<file path="src/rtl/mem_port_arbiter_if.sv">
// Request/grant and memory-bus bundle for mem_port_arbiter.
// master: requesters plus memory; slave: the arbiter.
interface mem_port_arbiter_if #(
  parameter int AW = 32,
  parameter int DW = 32
);
  logic          if_req;
  logic [AW-1:0] if_addr;
  logic          if_gnt;
  logic [DW-1:0] if_rdata;

  logic          d_req;
  logic          d_we;
  logic [AW-1:0] d_addr;
  logic [DW-1:0] d_wdata;
  logic          d_gnt;
  logic [DW-1:0] d_rdata;

  logic          mem_en;
  logic          mem_we;
  logic [AW-1:0] mem_addr;
  logic [DW-1:0] mem_wdata;
  logic [DW-1:0] mem_rdata;

  logic          busy;

  modport master (
    output if_req, if_addr,
    output d_req, d_we, d_addr, d_wdata,
    output mem_rdata,
    input  if_gnt, if_rdata,
    input  d_gnt, d_rdata,
    input  mem_en, mem_we, mem_addr, mem_wdata,
    input  busy
  );

  modport slave (
    input  if_req, if_addr,
    input  d_req, d_we, d_addr, d_wdata,
    input  mem_rdata,
    output if_gnt, if_rdata,
    output d_gnt, d_rdata,
    output mem_en, mem_we, mem_addr, mem_wdata,
    output busy
  );
endinterface

</file>
<file path="src/rtl/mem_port_arbiter.sv">
// Shares one single-port memory between fetch (IF) and load/store (D).
// MEM_ARB_ROUND_ROBIN_EN: round-robin on ties; otherwise D has fixed priority.
module mem_port_arbiter #(
  parameter int AW          = 32,
  parameter int DW          = 32,
  parameter int WAIT_CYCLES = 1
) (
  input logic              clk,
  input logic              rst,
  mem_port_arbiter_if.slave bus
);

  typedef enum logic [1:0] {
    IDLE,
    ACCESS,
    DONE
  } state_t;

  localparam logic [3:0] CNT_INIT = 4'(WAIT_CYCLES);

  state_t     state;
  logic [3:0] cnt;
  logic       owner_d;
  logic       pick_d;

`ifdef MEM_ARB_ROUND_ROBIN_EN
  logic       last_d;

  // On a tie the requester not served last wins.
  always_comb begin
    pick_d = bus.d_req & (~bus.if_req | ~last_d);
  end
`else
  always_comb begin
    pick_d = bus.d_req;
  end
`endif

  always_ff @(posedge clk or posedge rst) begin
    if (rst) begin
      state         <= IDLE;
      cnt           <= '0;
      owner_d       <= 1'b0;
`ifdef MEM_ARB_ROUND_ROBIN_EN
      last_d        <= 1'b1;
`endif
      bus.if_gnt    <= 1'b0;
      bus.d_gnt     <= 1'b0;
      bus.if_rdata  <= '0;
      bus.d_rdata   <= '0;
      bus.mem_en    <= 1'b0;
      bus.mem_we    <= 1'b0;
      bus.mem_addr  <= '0;
      bus.mem_wdata <= '0;
      bus.busy      <= 1'b0;
    end else begin
      bus.if_gnt <= 1'b0;
      bus.d_gnt  <= 1'b0;
      unique case (state)
        IDLE: begin
          if (bus.if_req | bus.d_req) begin
            state         <= ACCESS;
            owner_d       <= pick_d;
`ifdef MEM_ARB_ROUND_ROBIN_EN
            last_d        <= pick_d;
`endif
            cnt           <= CNT_INIT;
            bus.mem_en    <= 1'b1;
            bus.mem_we    <= pick_d & bus.d_we;
            bus.mem_addr  <= pick_d ? bus.d_addr : bus.if_addr;
            bus.mem_wdata <= pick_d ? bus.d_wdata : '0;
            bus.busy      <= 1'b1;
          end
        end
        ACCESS: begin
          if (cnt != 4'd0) begin
            cnt <= cnt - 4'd1;
          end else begin
            state      <= DONE;
            bus.mem_en <= 1'b0;
            bus.mem_we <= 1'b0;
            if (owner_d) begin
              bus.d_gnt <= 1'b1;
              if (!bus.mem_we)
                bus.d_rdata <= bus.mem_rdata;
            end else begin
              bus.if_gnt   <= 1'b1;
              bus.if_rdata <= bus.mem_rdata;
            end
          end
        end
        DONE: begin
          state    <= IDLE;
          bus.busy <= 1'b0;
        end
        default: begin
          state <= IDLE;
        end
      endcase
    end
  end

endmodule

</file>
<file path="src/flat_wrapper.sv">
// flat-port wrapper written by rule: the top's interface ports become plain ports
module mem_port_arbiter_flat 
#(
  parameter int AW          = 32,
  parameter int DW          = 32,
  parameter int WAIT_CYCLES = 1
)
  (clk, rst, bus_if_req, bus_if_addr, bus_d_req, bus_d_we, bus_d_addr, bus_d_wdata, bus_mem_rdata, bus_if_gnt, bus_if_rdata, bus_d_gnt, bus_d_rdata, bus_mem_en, bus_mem_we, bus_mem_addr, bus_mem_wdata, bus_busy);
  mem_port_arbiter_if #(.AW(AW), .DW(DW)) bus_i ();
  input logic clk;
  input logic rst;
  input wire logic [$bits(bus_i.if_req)-1:0] bus_if_req;
  input wire logic [$bits(bus_i.if_addr)-1:0] bus_if_addr;
  input wire logic [$bits(bus_i.d_req)-1:0] bus_d_req;
  input wire logic [$bits(bus_i.d_we)-1:0] bus_d_we;
  input wire logic [$bits(bus_i.d_addr)-1:0] bus_d_addr;
  input wire logic [$bits(bus_i.d_wdata)-1:0] bus_d_wdata;
  input wire logic [$bits(bus_i.mem_rdata)-1:0] bus_mem_rdata;
  output wire logic [$bits(bus_i.if_gnt)-1:0] bus_if_gnt;
  output wire logic [$bits(bus_i.if_rdata)-1:0] bus_if_rdata;
  output wire logic [$bits(bus_i.d_gnt)-1:0] bus_d_gnt;
  output wire logic [$bits(bus_i.d_rdata)-1:0] bus_d_rdata;
  output wire logic [$bits(bus_i.mem_en)-1:0] bus_mem_en;
  output wire logic [$bits(bus_i.mem_we)-1:0] bus_mem_we;
  output wire logic [$bits(bus_i.mem_addr)-1:0] bus_mem_addr;
  output wire logic [$bits(bus_i.mem_wdata)-1:0] bus_mem_wdata;
  output wire logic [$bits(bus_i.busy)-1:0] bus_busy;
  assign bus_i.if_req = bus_if_req;
  assign bus_i.if_addr = bus_if_addr;
  assign bus_i.d_req = bus_d_req;
  assign bus_i.d_we = bus_d_we;
  assign bus_i.d_addr = bus_d_addr;
  assign bus_i.d_wdata = bus_d_wdata;
  assign bus_i.mem_rdata = bus_mem_rdata;
  assign bus_if_gnt = bus_i.if_gnt;
  assign bus_if_rdata = bus_i.if_rdata;
  assign bus_d_gnt = bus_i.d_gnt;
  assign bus_d_rdata = bus_i.d_rdata;
  assign bus_mem_en = bus_i.mem_en;
  assign bus_mem_we = bus_i.mem_we;
  assign bus_mem_addr = bus_i.mem_addr;
  assign bus_mem_wdata = bus_i.mem_wdata;
  assign bus_busy = bus_i.busy;
  mem_port_arbiter #(.AW(AW), .DW(DW), .WAIT_CYCLES(WAIT_CYCLES)) u_core (.clk(clk), .rst(rst), .bus(bus_i));
endmodule
</file>
<file path="config.mk">
export PLATFORM = sky130hd
export DESIGN_NAME = mem_port_arbiter_flat
export DESIGN_NICKNAME = d
export VERILOG_FILES = /design/src/rtl/mem_port_arbiter_if.sv /design/src/rtl/mem_port_arbiter.sv /design/src/flat_wrapper.sv
export SDC_FILE = /design/constraint.sdc
export NUM_CORES = 1
export LEC_CHECK = 0
export BUFFER_PORTS_ARGS = -buffer_cell sky130_fd_sc_hd__buf_2
export CORE_ASPECT_RATIO = 1.2
export CORE_UTILIZATION = 50
export DETAILED_ROUTE_END_ITERATION = 12
export PLACE_DENSITY_LB_ADDON = 0.1
export SYNTH_ARGS = -nofsm -noshare
export SYNTH_HDL_FRONTEND = slang
export SYNTH_SLANG_ARGS = --single-unit
</file>
<file path="constraint.sdc">
create_clock -name clk -period 9.8 [get_ports clk]
set_clock_uncertainty 0.1 [all_clocks]
set_input_delay 1.96 -clock clk [delete_from_list [all_inputs] [get_ports clk]]
set_output_delay 1.96 -clock clk [all_outputs]
set_load 0.01 [all_outputs]
</file>
After elaboration in Yosys (flattened, before gate mapping). Index checks and enable logic that the tools add are counted.

Register bits: 140. Bits of input ports: 133.

Add/subtract/negate cells: 1. Eq/ne operators: 5. Mux-type cells: 20. Bitwise logic cells: 5. Reductions and logical operators: 11.

Operator list (count): $mux W32 (2); $mux W1 (9); $reduce_and A3 Y1 (3); $mux W4 (2); $pmux W4 S2 (1); $pmux W1 S2 (3); $reduce_and A2 Y1 (3); $mux W2 (2); $ne A2 B1 Y1 const B (2); $pmux W2 S2 (1); $reduce_and A4 Y1 (1); $reduce_bool A2 Y1 (2); $reduce_bool A4 Y1 (1); $sub A4 B1 Y4 const B (1); $not A1 Y1 (3); $eq A2 B1 Y1 const B (1); $eq A2 B2 Y1 const B (1); $logic_not A2 Y1 (1); $ne A2 B2 Y1 const B (1); $and A1 B1 Y1 (1); $or A1 B1 Y1 (1).

Depth between registers and ports, before layout. Gate-level depths: netlist of run 1.

Depth after elaboration: 3. Depth in mapped cells: 7. Gate-level depth less buffers: 5.

Least setup slack after synthesis of run 1. Ideal clock, no wire load.

Path kind: input-to-reg. From: input port bus_d_req. To: register u_core.bus.mem_addr[0]. Setup time: 0.134 ns. Arrival time: 2.962 ns. Data required time: 9.566 ns. Setup slack: 6.604 ns. Cell stages on the path: 4. Path buffers: 2. Path through: clkbuf_1 buf_1 mux2i_1 o21ai_0.

Longest elaborated chain between the ends: 2. Elaborated cells on any way between the ends: 3.

Ends and longest elaborated chain: from (decl) (line flat_wrapper.sv:14) `input wire logic [$bits(bus_i.d_req)-1:0] bus_d_req;`; $or A1 B1 Y1 (line mem_port_arbiter.sv:61) `if (bus.if_req | bus.d_req) begin`; $reduce_and A2 Y1 (no source line); to (signal assigned) (line mem_port_arbiter.sv:70) `bus.mem_addr <= pick_d ? bus.d_addr : bus.if_addr;`; to (decl) (line mem_port_arbiter_if.sv:43) `output mem_en, mem_we, mem_addr, mem_wdata,`.

Several ways; a longest one is shown, not always the timed one. A chain may end at the register's enable or synchronous reset.

Final worst setup path of run 1.
From: input port bus_d_req. To: register u_core.bus.mem_wdata[8].

Longest elaborated chain between the ends: 2. Elaborated cells on any way between the ends: 3.

Ends and longest elaborated chain: $or A1 B1 Y1 (line mem_port_arbiter.sv:61); $reduce_and A2 Y1 (no source line); to (signal assigned) (line mem_port_arbiter.sv:71) `bus.mem_wdata <= pick_d ? bus.d_wdata : '0;`; to (decl) (line mem_port_arbiter_if.sv:43).

Several ways; a longest one is shown, not always the timed one.

==> results.md, run 1 <==
* Unique cell type count in the Yosys netlist at 34
* Cell Pwr Density at 342 nW/um^2
* Fin. Hold Viols at 0
* Post-Syn Area at 5700 um^2
* Ys Warns at 0
* P_sw at 0.892 mW
* Combinational power share at 38.1%
* CTS Buffer Depth at 2
* Fmax at 0.261 GHz
* Final setup viols at 0
* DR DRC count at 0
* Clock Latency Late Sink at 0.41 ns
* Post-DRT Antenna Nets at 0
* Htree depth at 4
* Crit path max fanout at 35
* Nets at roughly 790
* 1st-iter DRT viols at 226
* Final min period at 3.83 ns
* Largest net degree at the start of global routing at 79
* # IOs at 266
* Largest area contributor in the netlist: dfrtp_1
* Post-Synth Simple-Gate Area at under 10%
* Top cells by area in the synthesized netlist: dfrtp_1 (61%), mux2_4 (7.9%), mux2_2 (6.9%)
* First-pass GRT wire length at 21400 um
* CTS root buf: clkbuf_16
* Crit. End Element: register
* Die Wd at 99.5 um
* CP Launch Type: input pin
* Worst Path Class, Setup: input pin to register
* Synth Area in XOR/XNOR at 0%
* Detailed placer's ending HPWL at roughly 9000 um
* CTS Sinks at 140
* Diodes inserted at 0
* Status: completed
* Critical path data arrival time at just over 4 ns
* Share of the synthesized area in the top cell type at 61.4%
* CTS clk-pin slew, worst paths at 0.06 ns
* Total GRT Usage at between 20% and 30%
* R2R Setup Slk at about 7.5 ns
* Wirelength, routed at 13200 um
* Mux share of post-synthesis cell area at 20.6%
* Avg WL per Cell at 16.0 um
* Util after Layout at 69.2%
* Number of global-route vias before repair at 4306
* Initial antenna violation count at 0
* Layout fillers at roughly 850
* Hold Slack at 0.398 ns
* Adder-Cell Fraction of Synth Area at 0.439%
* Slew HR at 18.0%
* Total negative slack at 0 ns
* Slew @ Worst Pin at between 1 and 1.5 ns
* Via density at 5.12
* Switching share of power at 34.0%
* Commonest cells after routing, fill and taps aside: buf_2 (265), dfrtp_1 (140), o21ai_0 (64)
* DIE HEIGHT at between 100 and 150 um
* Pint at 1.73 mW
* Leakage at between 3 and 4 nW
* Vias at 4228
* TritonRoute pass-1 iters at 5
* Register area share after synthesis at 61.4%
* Multi-input logic area at 2030 um^2
* Starting Density at roughly 50%
* Final period utilization at 39.0%
* Post-synthesis compound-gate area fraction at between 10% and 20%
* Layout cell share with drive strength beyond 1 at 55.5%
* RePlAce Congestion at 0.807
* Req. time, crit path at 10.03 ns
* Area Overhead vs Synth at 34.6%
* Worst VDD drop at approximately 0.14 mV
* Yosys reg bits at 140
* Share of power burned in the clock network at 23.6%
* Most common cell after layout, fill and taps aside: buf_2
* # port buffers at 265
* CTS tree: yes
* Postcts setup bufs at 0
* Reg power frac at 38.3%
* Reg area at 3500 um^2
* Largest family of logic cells by synthesized area: multiplexers
* CTS buffer count at 17
* Synth Area per Inst at 14.2 um^2
* Final slew viol count at 0
* Row Count at 42
* Max_cap viols at 0
* Core Region at between 10000 and 15000 um^2
* Hold WC Path Type: register to register
* Mapped Cells at between 400 and 500
* Unrepaired setup endpoints after global routing: no
* Syn nets at 536
* Post_cts resized at 0
* # hold bufs at CTS at 0
* Die area at 11800 um^2
* Global route overflow at 0
## final cells by class
class / instances / share of cell area [%]
inverter: 5 / 0.310
tap: 154 / 2.51
multi-input combinational: 227 / 26.4
sequential: 140 / 45.7
timing repair buffer: 268 / 17.6
clock buffer: 18 / 5.59
clock inverter: 14 / 1.91
## flip-flops by register name, summed over array words and instances (netlist names), 2 cells and up
name	flops
u_core.state	2
u_core.bus.d_rdata	32
u_core.cnt	4
u_core.bus.mem_addr	32
u_core.bus.mem_wdata	32
u_core.bus.if_rdata	32
## critical path: stages
cell	delay, ns
buf_2	0.74
and2_1	1.07
a22o_1	0.26
## power by group through the flow
stage               clock [mW]  combinational (mW)  sequential, mW
floorplan                    0               0.497            1.12
global route             0.662                1.09            1.04
finish                   0.619               0.998            1.00
detailed placement           0                1.01            1.01
global placement             0               0.985           0.999
CTS                      0.632                1.01            1.01
## through the flow
| step | cell area, um^2 | setup WS [ns] | cells | total power [mW] |
|---|---|---|---|---|
| 2_1_floorplan | 5700 | 3.99 | 401 | 1.62 |
| 3_5_place_dp | 7100 | 5.59 | 794 | 2.02 |
| 5_1_grt | 7670 | 5.83 | 826 | 2.79 |
| 3_3_place_gp | 7100 | 5.70 | 794 | 1.98 |
| 4_1_cts | 7670 | 6.02 | 826 | 2.65 |
| 6_report | 7670 | 5.97 | 826 | 2.62 |
## kinds of logic after synthesis
| group | count (synthesis) |
|---|---|
| adders and majority gates | 2 |
| buffers and inverters | 34 |
| DFF | 140 |
| muxes | 98 |
| AOI/OAI and AO/OA | 107 |
| and+or+nand+nor | 20 |
## synthesized netlist by cell type
master	count
buf_2	7
nand2b_4	1
inv_1	5
a21boi_0	1
nor3b_1	1
nand2_1	3
buf_1	1
a22o_1	32
nor4_2	1
dfrtp_1	140
ha_1	2
or2_2	2
or4_4	1
nand2b_1	1
and2_1	2
or2b_1	1
or2_1	1
nor2_1	2
clkbuf_1	17
or3b_2	1
mux2i_1	33
a21o_1	1
o21ai_1	5
nor4_1	1
o21ai_0	65
nand3b_1	1
o2bb2ai_1	1
buf_12	3
nor3_1	1
mux2_2	35
o22ai_1	1
o221ai_1	1
mux2_4	30
buf_6	1
## per-layer routing
metal  routed length (um)  global-route usage [%]
met1                 5510                    29.8
met2                 6670                    38.0
met3                  825                    6.40
met4                  208                    8.82
met5                    0                       0
## final timing paths
kind | from | end | cells past startpoint
setup reg to reg | u_core.cnt[0] | u_core.bus.d_rdata[18] | 5
setup / recovery | bus_d_req | u_core.bus.mem_wdata[8] | 3
min in group asynchronous | rst | u_core.bus.d_rdata[4] | 2
hold reg to reg | u_core.bus.if_rdata[28] | u_core.bus.if_rdata[28] | 1
hold / removal | u_core.bus.if_rdata[28] | u_core.bus.if_rdata[28] | 1
max in group asynchronous | rst | u_core.bus.if_rdata[11] | 3
Note: power is estimated with default switching activity, not from simulation.
==> run 2: changes to the inputs <==
--- a/config.mk
+++ b/config.mk
@@ -7,7 +7,7 @@
 export LEC_CHECK = 0
 export BUFFER_PORTS_ARGS = -buffer_cell sky130_fd_sc_hd__buf_2
 export CORE_ASPECT_RATIO = 1.2
-export CORE_UTILIZATION = 50
+export CORE_UTILIZATION = 47
 export DETAILED_ROUTE_END_ITERATION = 12
 export PLACE_DENSITY_LB_ADDON = 0.1
 export SYNTH_ARGS = -nofsm -noshare
==> constraint.sdc (replaced) <==
create_clock -name clk -period 3.6 [get_ports clk]
set_clock_uncertainty 0.1 [all_clocks]
set_input_delay 0.72 -clock clk [delete_from_list [all_inputs] [get_ports clk]]
set_output_delay 0.72 -clock clk [all_outputs]
set_load 0.01 [all_outputs]
==> run 2 against run 1 <==
Compared with the run above:
- die area rose by 6.3%
- via count rose by 0.88%
- setup slack got worse by 4.6 ns
- hold slack got worse by 0.10 ns
- non-clock buffer count rose by 5
- clock power rose to 2.8 times the previous value
- count of clock-buffer cells in the layout rose by 3
- final area rose by 1.0%
- final cell count rose by 0.85%
- largest power group unchanged
- highest routed layer unchanged
==> results.md, run 2 (synthesis results as in run 1) <==
* Status: completed
* Max_cap viols at 0
* Slew HR at roughly 57%
* Cell Pwr Density at 936 nW/um^2
* Worst VDD drop at 0.395 mV
* R2R Setup Slk at 1.33 ns
* CTS tree: yes
* Diodes inserted at 0
* Starting Density at 48.8%
* # IOs at approximately 270
* Vias at 4265
* DIE HEIGHT at ~120 um
* CTS buffer count at 17
* Worst Path Class, Setup: register to register
* Die area at 12600 um^2
* Unrepaired setup endpoints after global routing: no
* Fin. Hold Viols at 0
* Detailed placer's ending HPWL at 9570 um
* Most common cell after layout, fill and taps aside: buf_2
* Number of global-route vias before repair at 4175
* Postcts setup bufs at 0
* Total GRT Usage at a little over a fifth
* Worst reg2reg path depth at 5
* Multi-input logic area at roughly 2000 um^2
* CTS Buffer Depth at 2
* Global route overflow at 0
* DR DRC count at 0
* Core Region at 11700 um^2
* Fmax at 0.441 GHz
* Worst r2r dst: u_core.bus.d_rdata[23]
* Post-DRT Antenna Nets at 0
* Crit path max fanout at 32
* Critical path data arrival time at 2.45 ns
* CP Launch Type: register
* TritonRoute pass-1 iters at 4
* Final min period at 2.27 ns
* Final slew viol count at 0
* Clock Latency Late Sink at 0.40 ns
* Layout fillers at 962
* Initial antenna violation count at 0
* RePlAce Congestion at approximately 0.78
* CTS Sinks at 140
* CTS clk-pin slew, worst paths at 0.06 ns
* Reg area at 3500 um^2
* Avg WL per Cell at between 15 and 20 um
* Nets at 799
* Via density at 5.12
* Slew @ Worst Pin at 0.650 ns
* Total negative slack at 0 ns
* Crit path launch: u_core.cnt[0]
* Layout cell share with drive strength beyond 1 at 55.6%
* Row Count at 43
* Crit. End Element: register
* Htree depth at 4
* # port buffers at 265
* Largest net degree at the start of global routing at between 80 and 90
* Die Wd at 103 um
* Worst R2R Start: u_core.cnt[0]
* Util after Layout at 66.4%
* Post-route cell area at 7750 um^2
* Req. time, crit path at 3.78 ns
* Final setup viols at 0
* Area Overhead vs Synth at 35.9%
* First-pass GRT wire length at 20500 um
* CTS root buf: clkbuf_16
* Final period utilization at between 60% and 70%
* Leakage at approximately 4.0 nW
* Placed cell areas at 7150 um^2
* Post_cts resized at 0
* # hold bufs at CTS at 0
* 1st-iter DRT viols at around 100
* Hold WC Path Type: input pin to async pin
* Commonest cells after routing, fill and taps aside: buf_2 (265), dfrtp_1 (140), o21ai_0 (64)
* Wirelength, routed at 13600 um
==> run 2: cell count changes in the layout (fill, tap and decap cells not counted), sizes merged <==
cell / before / now
inv: 7 / 4
clkbuf: 18 / 21
buf: 268 / 273
clkinv: 4 / 2
bufinv: 2 / 3
==> run 2: area by class of cell <==
type                    instances  area share (%)
clock buffers                  21            5.94
clock inverters                10            1.82
inverters                       5           0.291
multi-input cells             227            26.2
flip-flops and latches        140            45.2
well taps                     157            2.53
repair buffers                273            18.0
==> run 2: stage by stage <==
step	total power [mW]	setup WS [ns]	hold slack [ns]	cells
after floorplan	4.41	1.03	0.397	401
after global placement	5.43	1.39	0.384	802
after detailed placement	5.53	1.33	0.386	802
after CTS	7.33	1.33	0.299	833
after global routing	7.69	1.26	0.338	833
final	7.25	1.33	0.294	833
==> run 2: per-layer routing <==
layer | vias to the layer above | routed length, um | track usage (%)
li1 | 1981 | - | -
met1 | 2096 | 5260 | 24.5
met2 | 176 | 7120 | 37.6
met3 | 12 | 1060 | 7.69
met4 | 0 | 185 | 7.95
met5 | - | 0 | 0
==> run 2: worst max-delay path, cell delays in order (launching register included) <==
cell	delay (ns)
dfrtp_1	0.37
inv_1	0.10
ha_1	0.18
nand2b_1	0.13
or4_4	0.84
mux2_4	0.40
==> run 2: how the worst max path moves through the flow <==
stage                              to  slack (ns)
3_5_place_dp   u_core.bus.d_rdata[24]        1.33
6_report       u_core.bus.d_rdata[23]        1.33
5_1_grt        u_core.bus.d_rdata[23]        1.26
3_3_place_gp   u_core.bus.d_rdata[22]        1.39
2_1_floorplan         u_core.bus.busy        1.03
4_1_cts        u_core.bus.d_rdata[23]        1.33
==> run 2: report_power, final <==
group | leakage, nW | switching [mW] | total (mW) | internal, mW
combinational | 2.02 | 1.36 | 2.73 | 1.37
clock | 0.277 | 0.643 | 1.76 | 1.12
sequential | 1.70 | 0.420 | 2.75 | 2.33
total | 4.00 | 2.43 | 7.25 | 4.83
==> run 3: changes to the inputs <==
--- a/config.mk
+++ b/config.mk
@@ -7,7 +7,7 @@
 export LEC_CHECK = 0
 export BUFFER_PORTS_ARGS = -buffer_cell sky130_fd_sc_hd__buf_2
 export CORE_ASPECT_RATIO = 1.2
-export CORE_UTILIZATION = 47
+export CORE_UTILIZATION = 42
 export DETAILED_ROUTE_END_ITERATION = 12
 export PLACE_DENSITY_LB_ADDON = 0.1
 export SYNTH_ARGS = -nofsm -noshare
==> constraint.sdc (replaced) <==
create_clock -name clk -period 2 [get_ports clk]
set_clock_uncertainty 0.1 [all_clocks]
set_input_delay 0.4 -clock clk [delete_from_list [all_inputs] [get_ports clk]]
set_output_delay 0.4 -clock clk [all_outputs]
set_load 0.01 [all_outputs]
==> run 3 against run 2 <==
Compared with the run above:
- the flow now finishes with violations (negative hold slack)
- via count grew 3.1%
- total power grew 88%
- non-clock buffer count grew 16
- sequential power grew 80%
- global-route usage shrank 1.9 points
- die area grew 12%
- hold slack lost 0.30 ns
- register-to-register slack lost 1.3 ns
- clock power grew 82%
- final cell count grew 3.4%
- setup slack lost 1.3 ns
- final area grew 4.9%
- largest power group is now combinational logic
- highest routed layer unchanged
==> results.md, run 3 (synthesis results as in run 1) <==
* Status: complete, but fails checks
* Failing checks: negative hold slack
* Cell Pwr Density at 1680 nW/um^2
* 1st-iter DRT viols at 165
* Share of power burned in the clock network at a little under a quarter
* Largest net degree at the start of global routing at 78
* DIE HEIGHT at 130 um
* TritonRoute pass-1 iters at 4
* Hold Slack at -0.00120 ns
* Crit path max fanout at 5
* Via density at 5.11
* Worst VDD drop at 0.791 mV
* Max_cap viols at 0
* DR DRC count at 0
* Combinational power share at 40.2%
* Final Power at 13.6 mW
* Fin. Hold Viols at 2
* Layout cell share with drive strength beyond 1 at 57.4%
* R2R Setup Slk at between 0.007 and 0.008 ns
* Clock Latency Late Sink at approximately 0.41 ns
* Critical path endpoint: u_core.bus.if_rdata[16]
* Req. time, crit path at 2.19 ns
* Worst R2R Start: u_core.cnt[0]
* Vias at 4396
* # hold bufs at CTS at 0
* Most common cell after layout, fill and taps aside: buf_2
* Final min period at 1.99 ns
* Area Overhead vs Synth at 42.6%
* Leakage at 4.22 nW
* Post-DRT Antenna Nets at 0
* Worst reg2reg path depth at 8
* Reg power frac at 36.2%
* Die Wd at 108 um
* Util after Layout at between 60% and 70%
* Layout fillers at around 1100
* Switching share of power at 33.3%
* Starting Density at 43.1%
* Slew @ Worst Pin at 0.541 ns
* Final setup viols at 0
* Global route overflow at 0
* Pint at 9.09 mW
* Inst Count DP at just over 800
* Placed cell areas at 7310 um^2
* CTS tree: yes
* CTS Buffer Depth at 2
* Worst r2r dst: u_core.bus.if_rdata[16]
* CP Launch Type: register
* Nets at 815
* Final slew viol count at 0
* Initial antenna violation count at 0
* CTS Sinks at 140
* Commonest cells after routing, fill and taps aside: buf_2 (266), dfrtp_1 (140), o21ai_0 (64)
* # port buffers at 265
* CTS clk-pin slew, worst paths at 0.06 ns
* Hold WC Path Type: input pin to async pin
* Row Count at 46
* RePlAce Congestion at 0.750
* Worst Path Class, Setup: register to register
* First-pass GRT wire length at ~21000 um
* Diodes inserted at 0
* Fmax at 0.502 GHz
* Final period utilization at 99.6%
* Total GRT Usage at 19.9%
* Die area at roughly 14000 um^2
* Avg WL per Cell at 16.5 um
* Crit. End Element: register
* Wirelength, routed at 14200 um
* Critical path data arrival time at 2.18 ns
* Core Region at ~13000 um^2
* Final std cells w/o fill at roughly 860
* Number of global-route vias before repair at 4231
* Htree depth at 4
* CTS buffer count at 17
* Post-route cell area at 8130 um^2
* Detailed placer's ending HPWL at 9880 um
* # IOs at 266
* Unrepaired setup endpoints after global routing: yes
* P_sw at 4.54 mW
* CTS root buf: clkbuf_16
* Slew HR at 63.6%
* Crit path launch: u_core.cnt[0]
==> run 3: changes by cell type in the layout (fill, tap and decap cells not counted), sizes merged <==
cell | before | now
clkinv | 2 | 4
clkinvlp | 6 | 5
buf | 273 | 287
inv | 4 | 6
==> run 3: repair_timing <==
action	in CTS	in global routing
endpoints found under the setup margin	0	47
setup buffers	0	5
gates resized for setup	0	34
==> run 3: worst min-delay path by stage <==
stage          cells after the start                       end
2_1_floorplan                      1            u_core.owner_d
3_3_place_gp                       1  u_core.bus.mem_wdata[23]
3_5_place_dp                       1  u_core.bus.mem_wdata[14]
4_1_cts                            3  u_core.bus.mem_wdata[22]
5_1_grt                            3  u_core.bus.mem_wdata[10]
6_report                           3   u_core.bus.mem_wdata[2]
==> run 3: power by group through the flow <==
stage          Combinational [mW]  Clock [mW]  Sequential [mW]
6_report                     5.48        3.21             4.94
2_1_floorplan                2.47           0             5.51
5_1_grt                      5.97        3.41             5.10
3_5_place_dp                 5.19           0             4.94
4_1_cts                      5.19        3.29             4.92
3_3_place_gp                 5.06           0             4.92
==> run 3: routing by layer <==
layer  vias to the layer above  global-route usage [%]  share of wire [%]
met5                         -                       0                  0
met4                         0                    9.54                2.1
met3                        23                    5.43                7.2
met2                       192                    32.1                 49
met1                      2167                    24.7                 42
li1                       2014                       -                  -
==> run 3: area by class of cell <==
cell class | count | area [um^2] | share of cell area, %
clock buffer | 19 | 443 | 5.45
clock inverter | 13 | 165 | 2.03
inverter | 5 | 22.5 | 0.277
multi-input combinational | 227 | 2150 | 26.4
sequential | 140 | 3500 | 43.1
tap | 168 | 210 | 2.59
timing repair buffer | 289 | 1640 | 20.2
==> run 3: per-stage QoR <==
step	setup TNS, ns	hold slack, ns	setup slack [ns]
floorplan	-34.87	0.397	-0.249
global placement	0	0.382	0.0602
detailed placement	0	0.385	0.0185
CTS	0	0.0270	0.0137
global route	-0.657	0.0411	-0.0460
finish	0	-0.00120	0.00728
==> run 3: worst max-delay path: stages (launching register included) <==
cell       delay (ns)
dfrtp_1          0.39
inv_2            0.09
ha_4             0.15
nand2b_4         0.05
buf_6            0.11
nor4_4           0.31
buf_4            0.21
clkbuf_16        0.16
mux2_4           0.30
